--- config.mk ---
export PLATFORM = sky130hd
export DESIGN_NAME = alu_req_arbiter
export DESIGN_NICKNAME = d
export VERILOG_FILES = /design/src/rtl/alu_req_arbiter.sv
export SDC_FILE = /design/constraint.sdc
export NUM_CORES = 1
export LEC_CHECK = 0
export BUFFER_PORTS_ARGS = -buffer_cell sky130_fd_sc_hd__buf_2
export CAP_MARGIN = 20
export CORE_AREA = 2 2 157 159
export CTS_CLUSTER_DIAMETER = 150
export DETAILED_ROUTE_END_ITERATION = 6
export DIE_AREA = 0 0 159 161
export PLACE_DENSITY = 0.41
export SKIP_LAST_GASP = 1
export SYNTH_ARGS = -nofsm -noshare
export SYNTH_HDL_FRONTEND = slang
export SYNTH_SLANG_ARGS = --single-unit
--- constraint.sdc ---
create_clock -name clk -period 2.55 [get_ports clk]
set_clock_uncertainty 0.1 [all_clocks]
set_input_delay 0.51 -clock clk [delete_from_list [all_inputs] [get_ports clk]]
set_output_delay 0.51 -clock clk [all_outputs]
set_load 0.02 [all_outputs]
--- src/rtl/alu_req_arbiter.sv ---
// -----------------------------------------------------------------------------
// alu_req_arbiter
//   Shares one 32-bit combinational ALU (sel 0=add, 1=sub, 2=and, 3=or) among
//   NUM_REQ requesters. Round-robin grant, valid/ready on the request side,
//   and a one-entry registered response port with backpressure.
//
// Ports:
//   clk         system clock, all state updates on posedge
//   reset       synchronous, active-low reset
//   req_valid   per-requester request valid            [NUM_REQ]
//   req_ready   per-requester accept, one-hot or zero  [NUM_REQ]
//   req_op1     packed op1, requester i at [32*i +: 32]
//   req_op2     packed op2, same packing
//   req_sel     packed ALU sel, requester i at [2*i +: 2]
//   alu_op1/alu_op2/alu_sel  operands and op select to the shared ALU
//   alu_res     result from the shared ALU (same cycle)
//   resp_valid  response register holds a result
//   resp_ready  consumer accepts the response
//   resp_data   registered ALU result
//   resp_id     index of the requester that produced resp_data
//
// Optional feature (macro ALU_REQ_ARBITER_STATS_EN):
//   grant_count  number of grant edges since reset (wraps)
//   stall_count  edges with a pending request but no grant (wraps)
// -----------------------------------------------------------------------------
module alu_req_arbiter #(
  parameter int NUM_REQ = 4,
  parameter int ID_W    = $clog2(NUM_REQ)
) (
  input  logic                 clk,
  input  logic                 reset,
  input  logic [NUM_REQ-1:0]   req_valid,
  output logic [NUM_REQ-1:0]   req_ready,
  input  logic [NUM_REQ*32-1:0] req_op1,
  input  logic [NUM_REQ*32-1:0] req_op2,
  input  logic [NUM_REQ*2-1:0] req_sel,
  output logic [31:0]          alu_op1,
  output logic [31:0]          alu_op2,
  output logic [1:0]           alu_sel,
  input  logic [31:0]          alu_res,
  output logic                 resp_valid,
  input  logic                 resp_ready,
  output logic [31:0]          resp_data,
  output logic [ID_W-1:0]      resp_id
`ifdef ALU_REQ_ARBITER_STATS_EN
  ,
  output logic [31:0]          grant_count,
  output logic [31:0]          stall_count
`endif
);

  logic              resp_valid_q, resp_valid_d;
  logic [31:0]       resp_data_q,  resp_data_d;
  logic [ID_W-1:0]   resp_id_q,    resp_id_d;
  logic [ID_W-1:0]   rr_ptr_q,     rr_ptr_d;

  logic              slot_free;
  logic              found;
  logic              grant;
  logic [ID_W-1:0]   gnt_idx;
  logic [ID_W:0]     cand;

  logic [31:0]       op1_arr [NUM_REQ];
  logic [31:0]       op2_arr [NUM_REQ];
  logic [1:0]        sel_arr [NUM_REQ];

  // Unpack the flat request buses so the ALU mux can index by requester.
  genvar gi;
  generate
    for (gi = 0; gi < NUM_REQ; gi++) begin : g_unpack
      assign op1_arr[gi]   = req_op1[32*gi +: 32];
      assign op2_arr[gi]   = req_op2[32*gi +: 32];
      assign sel_arr[gi]   = req_sel[2*gi +: 2];
      assign req_ready[gi] = grant && (gnt_idx == ID_W'(gi));
    end
  endgenerate

  // The slot can take a new result if it is empty or draining this cycle.
  assign slot_free = !resp_valid_q || resp_ready;

  // Round-robin search: candidates rr_ptr, rr_ptr+1, ... wrapping modulo
  // NUM_REQ (which need not be a power of two, hence the explicit wrap).
  always_comb begin
    found   = 1'b0;
    gnt_idx = '0;
    cand    = '0;
    for (int k = 0; k < NUM_REQ; k++) begin
      cand = {1'b0, rr_ptr_q} + (ID_W+1)'(k);
      if (cand >= (ID_W+1)'(NUM_REQ)) begin
        cand = cand - (ID_W+1)'(NUM_REQ);
      end
      if (!found && req_valid[cand[ID_W-1:0]]) begin
        found   = 1'b1;
        gnt_idx = cand[ID_W-1:0];
      end
    end
  end

  assign grant = found && slot_free && reset;

  // Idle ALU inputs are forced to zero so nothing undefined reaches the ALU.
  assign alu_op1 = grant ? op1_arr[gnt_idx] : 32'd0;
  assign alu_op2 = grant ? op2_arr[gnt_idx] : 32'd0;
  assign alu_sel = grant ? sel_arr[gnt_idx] : 2'd0;

  always_comb begin
    resp_valid_d = resp_valid_q;
    resp_data_d  = resp_data_q;
    resp_id_d    = resp_id_q;
    rr_ptr_d     = rr_ptr_q;
    if (grant) begin
      // Covers the simultaneous drain-and-refill case: valid stays high.
      resp_valid_d = 1'b1;
      resp_data_d  = alu_res;
      resp_id_d    = gnt_idx;
      rr_ptr_d     = (gnt_idx == ID_W'(NUM_REQ-1)) ? '0 : gnt_idx + ID_W'(1);
    end else if (resp_valid_q && resp_ready) begin
      resp_valid_d = 1'b0;
    end
  end

  always_ff @(posedge clk) begin
    if (!reset) begin
      resp_valid_q <= 1'b0;
      resp_data_q  <= '0;
      resp_id_q    <= '0;
      rr_ptr_q     <= '0;
    end else begin
      resp_valid_q <= resp_valid_d;
      resp_data_q  <= resp_data_d;
      resp_id_q    <= resp_id_d;
      rr_ptr_q     <= rr_ptr_d;
    end
  end

  assign resp_valid = resp_valid_q;
  assign resp_data  = resp_data_q;
  assign resp_id    = resp_id_q;

`ifdef ALU_REQ_ARBITER_STATS_EN
  logic [31:0] grant_cnt_q;
  logic [31:0] stall_cnt_q;

  always_ff @(posedge clk) begin
    if (!reset) begin
      grant_cnt_q <= '0;
      stall_cnt_q <= '0;
    end else begin
      if (grant) begin
        grant_cnt_q <= grant_cnt_q + 32'd1;
      end
      if (|req_valid && !grant) begin
        stall_cnt_q <= stall_cnt_q + 32'd1;
      end
    end
  end

  assign grant_count = grant_cnt_q;
  assign stall_count = stall_cnt_q;
`endif

endmodule

# Word level (Yosys, flattened, before mapping)
# Index checks and enable logic that the tools add are counted.
# classes
add_sub_neg,8
n_lt_le_gt_ge,9
n_eq_ne,3
n_mux,35
bitwise,1
reduce_logical,17
# op_table
operator,count
$mux W32,6
$bmux W32 S2,2
$mux W2,12
$ge A3 B3 Y1 const B,4
$lt A2 B3 Y1 const B,4
$logic_and A1 B1 Y1,10
$mux W1,10
$bmux W1 S2,4
$sub A2 B1 Y2 const B,4
$add A2 B2 Y3 const B,2
$bmux W2 S2,1
$eq A2 B2 Y1 const B,2
$logic_not A1 Y1,4
$add A2 B1 Y3 const B,1
$ge A2 B3 Y1 const B,1
$not A2 Y3,1
$add A2 B1 Y2 const B,1
$eq A2 B1 Y1 const B,1
$logic_not A2 Y1,1
$reduce_bool A2 Y1,1
$logic_or A1 B1 Y1,1
# totals
reg_bits,37
output_inout_bits,105

# Longest topological paths before layout
# Gate-level depths: netlist of the first run.
# logic_depth
word_depth,19
depth_mapped,8
depth_no_buf,7

# Worst setup path before layout of the first run
# No wires, ideal clock.
# synth_timing
path_kind,input-to-output
start,input req_valid[2]
end,output alu_op1[15]
arrival_ps,1820
required_time_ps,1940
slack_ps,120
cell_stages,6
cell_sequence,or4_4 -> and3_1 -> buf_6 -> nand2_2 -> buf_4 -> o22ai_1
# synth_between
elab_chain_len,17
word_cells_on_any_way,29
classes_between,mux (20); bitwise (1); reduce/logical (8)
# synth_rtl
item,line_no,text
"start, declared",32,"input logic [NUM_REQ-1:0] req_valid,"
$bmux W1 S2,92,if (!found && req_valid[cand[ID_W-1:0]]) begin
$mux W1 (implied by the code),92,
$mux W1,92,
$logic_not A1 Y1,92,
$logic_and A1 B1 Y1,92,
$mux W1,92,
$logic_not A1 Y1,92,
$logic_and A1 B1 Y1,92,
$mux W1,92,
$logic_not A1 Y1,92,
$logic_and A1 B1 Y1,92,
$mux W2,92,
$not A2 Y3 (implied by the code),102,assign alu_op1 = grant ? op1_arr[gnt_idx] : 32'd0;
$bmux W32 S2,102,
$mux W32 (implied by the code) (2 in a row),102,
$mux W32 *,102,
"end, declared",37,"output logic [31:0] alu_op1,"
# Every way passes the cells marked *; elsewhere a longest branch is shown, timed or not. The select of a mux whose other input is x is not followed.

# Worst setup path after layout of the first run
# layout_timing
start,register rr_ptr_q[1]
end,output alu_op2[27]
# layout_between
elab_chain_len,19
word_cells_on_any_way,44
classes_between,add/sub (7); order compare (4); mux (24); bitwise (1); reduce/logical (8)
# layout_rtl
item,line_no,text
"start, declared",55,"logic [ID_W-1:0] rr_ptr_q, rr_ptr_d;"
"start signal, assigned",132,rr_ptr_q <= rr_ptr_d;
branches (longest 13 deep; another with $add A2 B1 Y3),n/a,
$mux W2 *,92,
net gnt_idx[0],60,logic [ID_W-1:0] gnt_idx;
$not A2 Y3 (implied by the code) *,103,assign alu_op2 = grant ? op2_arr[gnt_idx] : 32'd0;
$bmux W32 S2 *,103,
$mux W32 (implied by the code) * (2 in a row),103,
$mux W32 *,103,
"end, declared",38,"output logic [31:0] alu_op2,"
# Mark *: on every way through the listed nets, which the timed path passes. The select of a mux whose other input is x is not followed.

==> results of run 1 <==
==> tightest hold or removal path, cell delays in order <==
cell	delay, ns
buf_2	0.07
nand2_1	0.04
nand2_1	0.04
==> repair_timing <==
action | CTS | global route
gates resized for setup | 83 | 92
cloned | 4 | 3
pin swaps | 10 | 11
endpoints found under the setup margin | 70 | 70
setup buffers | 8 | 7
==> path summary, 6_finish.rpt <==
kind              slack, ns  cells past startpoint             to
setup reg to reg       0.77                     10    rr_ptr_q[1]
setup / recovery      -0.24                     10    alu_op2[27]
hold reg to reg        0.35                      2  resp_data[15]
hold / removal         0.31                      3  resp_data[10]
==> area by class of cell <==
cell class	instances	area (µm²)
timing repair inverter	1	7.507
inverter	3	21.27
timing repair buffer	478	3198
sequential	37	744.5
fill	2602	16650
clock buffer	5	125.1
tap	324	405.4
clock inverter	3	17.52
antenna	1	2.502
multi-input combinational	331	2786
==> logic make-up after synthesis <==
family,share of synthesized area
buffers and inverters,0.07764
DFF,0.2128
muxes,0.3825
AOI/OAI and AO/OA,0.1517
adders and majority gates,0.01438
and+or+nand+nor,0.1610
==> stage by stage <==
step	instances	power (mW)	TNS [ns]	instance area, µm²
after floorplan	408	1.781	0	3481
after global placement	1152	2.586	-9.554	6221
after detailed placement	1152	2.580	-10.39	6221
after CTS	1172	3.435	-11.86	6790
after global routing	1183	3.863	-19.14	7308
final	1183	3.656	-11.32	7308
==> power by group through the flow <==
stage | clock network, mW | registers [mW] | logic, mW
final | 0.604 | 0.667 | 2.39
after global routing | 0.656 | 0.673 | 2.53
after CTS | 0.619 | 0.666 | 2.15
after detailed placement | 0 | 0.677 | 1.90
after global placement | 0 | 0.676 | 1.91
after floorplan | 0 | 0.742 | 1.04
==> routing by layer <==
layer  share of wire  wire length [µm]  GRT usage
met1            0.40              7538     0.1644
met2            0.51              9628     0.2310
met5               0                 0          0
met4          0.0075               140    0.02025
met3           0.076              1426    0.02722
==> layout by cell type (no fill, tap or decap), types with 2 or more instances in the layout <==
cell type   netlist  final
buf_2            11    341
mux2i_1         133    117
buf_4            14     76
nand2_1          69     69
buf_6             5     38
o22ai_1          56     36
nand3_1          36     36
dfxtp_1          37     36
o22ai_2          10     26
buf_12            0     16
mux2i_2           0     12
clkbuf_16         0      8
o22ai_4           1      5
mux2i_4           0      4
a21oi_1           4      3
buf_16            0      3
nand2_8           0      2
and2_4            0      2
and2_1            4      2
nor2b_1           2      2
ha_1              4      2
ha_4              0      2
clkinv_2          0      2
clkinvlp_4        0      2
==> registers in the layout (all words and copies together) (netlist names) <==
register / cells
resp_data: 32
resp_id: 2
resp_valid: 1
rr_ptr_q: 2
==> impl_metrics.json, run 1 <==
{
  "dp_hpwl_um": 14420,
  "worstHoldStart": "alu_res[10]",
  "synth_cells": 408,
  "cp.required_ns": 1.94,
  "grt_pass1_vias": 4760,
  "synth_commonest_cells": "mux2i_1, nand2_1, o22ai_1, dfxtp_1, nand3_1",
  "hp-class": "in -> reg",
  "synth_area_leaders": "mux2i_1, dfxtp_1, o22ai_1, nand2_1, nand3_1",
  "yosysSeqAreaShare": 0.2128,
  "die_area_um2": 25600,
  "outcome": "finished with violations",
  "core-area_um2": 23960,
  "start_kind": "flip-flop",
  "grt_overflow": 0,
  "cp_top_family": "buffers and inverters",
  "clkPwrFrac": 0.165,
  "die-width_um": 159,
  "fp.dieH_um": 161,
  "cp_cell_sequence": "mux2i_2 -> nor2_2 -> nor3_4 -> buf_6 -> inv_8 -> buf_12 -> buf_4 -> mux2i_1 -> o22ai_1 -> buf_4",
  "internal-power_mw": 2.231,
  "clock_latency_ns": 0.28,
  "async_flop_share": 0,
  "worstMarginPinSlew_ns": 0.4085,
  "p_leak_nw": 3.975,
  "yosys.cell_count.top_type": "mux2i_1",
  "gp_congestion": 0.7967,
  "initialDrtViolationCount": 282,
  "drv_slew": 0,
  "setup_slack_ns": -0.2416,
  "hold_viol_final": 0,
  "finalCritPeriodShare": 1.095,
  "ys_warn_count": 0,
  "synthToLayoutAreaGrowth_pct": 110.0,
  "worstReg2RegStart": "rr_ptr_q[1]",
  "syn_nets": 715,
  "period_minus_slack_ns": 2.792,
  "grt_max_degree": 39,
  "arrival_ns": 2.18,
  "hold_buffers": 0,
  "path_class": "reg -> out",
  "power.density_nw_per_um2": 500.3,
  "whs_ns": 0.3089,
  "drt_pass1_iterations": 4,
  "syn-cell-area_um2": 3481,
  "pwr-share-comb": 0.652,
  "p_sw_mw": 1.425,
  "drt_wl_total_um": 18730,
  "cp_max_fo": 14,
  "fmax_mhz": 358.2,
  "drive_above_1_share": 0.6410,
  "start_util": 0.1453,
  "grt_pass1_wl_um": 26360,
  "rsz0062_at_grt": "true",
  "max-cap-violations": 0,
  "tritoncts": "yes",
  "ys.flop_type": "dfxtp_1",
  "clkTransAtPathRegs_ns": 0.06,
  "ir_drop_uv": 195.1,
  "antenna_found_initial": 1,
  "cts_buffers": 5,
  "worstSetupStartpoint": "rr_ptr_q[1]",
  "path_buf_inv": 5,
  "io_pins": 408,
  "final_nets": 1164,
  "portBuffers": 407,
  "h-tree-depth": 2,
  "fin_util": 0.3050,
  "clockRootBuffer": "clkbuf_16",
  "rows": 57,
  "track_usage": 0.1298,
  "power_frac_seq": 0.182,
  "slew_headroom": 0.7199,
  "dp_slack_ns": -0.2652,
  "clock_sinks": 37,
  "drt-wirelength-per-cell_um": 15.84,
  "yosysTopAreaCell": "mux2i_1",
  "max-clock-path-buffers": 2,
  "ant_nets": 0,
  "netSwitchingFraction": 0.3897,
  "syn_area_per_cell_um2": 8.531,
  "violations": "negative setup slack",
  "vias_per_cell": 4.099,
  "crit_top_cell": "buf_4",
  "yosys.cell_types.count": 28,
  "slowest_stage": "dfxtp_4",
  "setup_violations": 68,
  "drc_errors": 0,
  "synth_edf_count": 0,
  "synthDominantCellAreaShare": 0.3825,
  "critPathMaxStageDelay_ns": 0.36,
  "vias": 4849,
  "ys_ff_latch": 37,
  "endpoint_kind": "primary output"
}
Note: power is estimated with default switching activity, not from simulation.
==> run 2: changes to the inputs <==
--- a/config.mk
+++ b/config.mk
@@ -12,6 +12,7 @@
 export DETAILED_ROUTE_END_ITERATION = 6
 export DIE_AREA = 0 0 159 161
 export PLACE_DENSITY = 0.41
+export REMOVE_ABC_BUFFERS = 1
 export SKIP_LAST_GASP = 1
 export SYNTH_ARGS = -nofsm -noshare
 export SYNTH_HDL_FRONTEND = slang
==> impl_metrics.json, run 2 (synthesis gave the netlist of run 1 again) <==
{
  "drt-wirelength-per-cell_um": 16.00,
  "cts_buffers": 5,
  "largest_reg_flops": 32,
  "endpoint_kind": "primary output",
  "rows": 57,
  "start_util": 0.1453,
  "track_usage": 0.1387,
  "gp_congestion": 0.7813,
  "tritoncts": "yes",
  "fillCellCount": 2645,
  "antenna_found_initial": 2,
  "core-area_um2": 23960,
  "path_class": "reg -> out",
  "dp_hpwl_um": 15200,
  "hold_buffers": 0,
  "multi_input_area_um2": 2704,
  "vias_per_cell": 4.058,
  "drv_slew": 0,
  "grt_max_degree": 39,
  "drc_errors": 0,
  "arrival_ns": 2.16,
  "hold_viol_final": 0,
  "start_kind": "flip-flop",
  "cp_max_fo": 8,
  "mostFrequentLayoutCell": "buf_2",
  "ff_latch_area_um2": 745.7,
  "hp-class": "in -> reg",
  "whs_ns": 0.3085,
  "fmax_mhz": 360.8,
  "clock_latency_ns": 0.28,
  "period_minus_slack_ns": 2.772,
  "setup_slack_ns": -0.2219,
  "die-width_um": 159,
  "vias": 4821,
  "die_area_um2": 25600,
  "max-cap-violations": 0,
  "place_area_um2": 6271,
  "ant_nets": 0,
  "dp_cells": 1165,
  "cp.required_ns": 1.94,
  "h-tree-depth": 2,
  "instances_no_fill": 1188,
  "grt_pass1_wl_um": 27980,
  "io_pins": 408,
  "grt_pass1_vias": 4890,
  "clockRootBuffer": "clkbuf_16",
  "setup_violations": 68,
  "final_area_um2": 7019,
  "slew_headroom": 0.7115,
  "initialDrtViolationCount": 277,
  "portBuffers": 407,
  "clkTransAtPathRegs_ns": 0.06,
  "drt_wl_total_um": 19000,
  "drt_pass1_iterations": 4,
  "power.density_nw_per_um2": 512.3,
  "rsz0062_at_grt": "true",
  "worstMarginPinSlew_ns": 0.4328,
  "violations": "negative setup slack",
  "ir_drop_uv": 262.0,
  "max-clock-path-buffers": 2,
  "final_nets": 1168,
  "finalCritPeriodShare": 1.087,
  "p_leak_nw": 3.902,
  "outcome": "finished with violations",
  "fp.dieH_um": 161,
  "drive_above_1_share": 0.6311,
  "synthToLayoutAreaGrowth_pct": 101.7,
  "grt_overflow": 0,
  "mostFrequentLayoutCells": "buf_2, mux2i_1, buf_4, nand2_1, o22ai_1",
  "clock_sinks": 37
}
run 2: cell types whose count changed in the layout (fill, tap and decap cells not counted), moves of 3 or more:
cell       previous run  this run
o22ai_4               5         1
o22ai_2              26        19
o22ai_1              36        47
buf_2               341       369
buf_12               16        11
mux2i_1             117       113
clkbuf_16             8         5
buf_4                76        82
buf_6                38        17
mux2i_4               4         9
run 2: worst max-delay path, cell delays in order, from the launching register on:
cell	delay [ns]
dfxtp_4	0.37
mux2i_1	0.22
nor2_2	0.07
nor3_4	0.25
bufinv_16	0.24
buf_12	0.15
buf_6	0.12
mux2i_1	0.11
o22ai_1	0.17
buf_4	0.17
run 2: repair_timing:
| item | in CTS | in global routing |
|---|---|---|
| setup buffers | 8 | 2 |
| pin swaps | 6 | 5 |
| gates resized for setup | 78 | 27 |
| endpoints found under the setup margin | 70 | 70 |
| gates cloned | 4 | 0 |
run 2: final cells by class:
cell class / count / area share
Tap cell: 324 / 0.05775
Timing Repair inverter: 2 / 0.002496
Antenna cell: 2 / 0.0007130
Clock buffer: 7 / 0.02032
Sequential cell: 37 / 0.1062
Timing Repair Buffer: 481 / 0.4173
Clock inverter: 1 / 0.004278
Inverter: 3 / 0.005704
Multi-Input combinational cell: 331 / 0.3852
run 2: power by group:
group	switching, mW	internal (mW)
combinational	1.09	1.11
sequential	0.0297	0.637
clock	0.241	0.489
run 2: stage by stage:
stage | util | setup TNS, ns | worst slack, ns | power (mW)
CTS | 0.2872 | -12.32 | -0.2557 | 3.604
finish | 0.2929 | -9.603 | -0.2219 | 3.596
detailed placement | 0.2617 | -13.47 | -0.3724 | 2.602
floorplan | - | -52.78 | -0.8184 | 1.698
global route | 0.2929 | -18.59 | -0.3614 | 3.819
global placement | 0.2617 | -13.61 | -0.3908 | 2.611
run 2: per-layer routing:
metal	part of all wire	global-route usage	wire [µm]	vias up
met2	0.55	0.2755	10510	194
met1	0.38	0.1551	7256	2191
met5	0	0	0	-
li1	-	-	-	2425
met3	0.054	0.02568	1029	11
met4	0.011	0.02190	208	0
run 2: worst paths after layout:
kind                                      end         start  cells after the start  slack [ns]
worst min register to register   resp_data[2]  resp_data[2]                      2        0.35
worst max-delay path               alu_op1[7]   rr_ptr_q[1]                      9       -0.22
worst max register to register    rr_ptr_q[1]   rr_ptr_q[1]                      9        0.78
worst min-delay path            resp_data[18]   alu_res[18]                      3        0.31
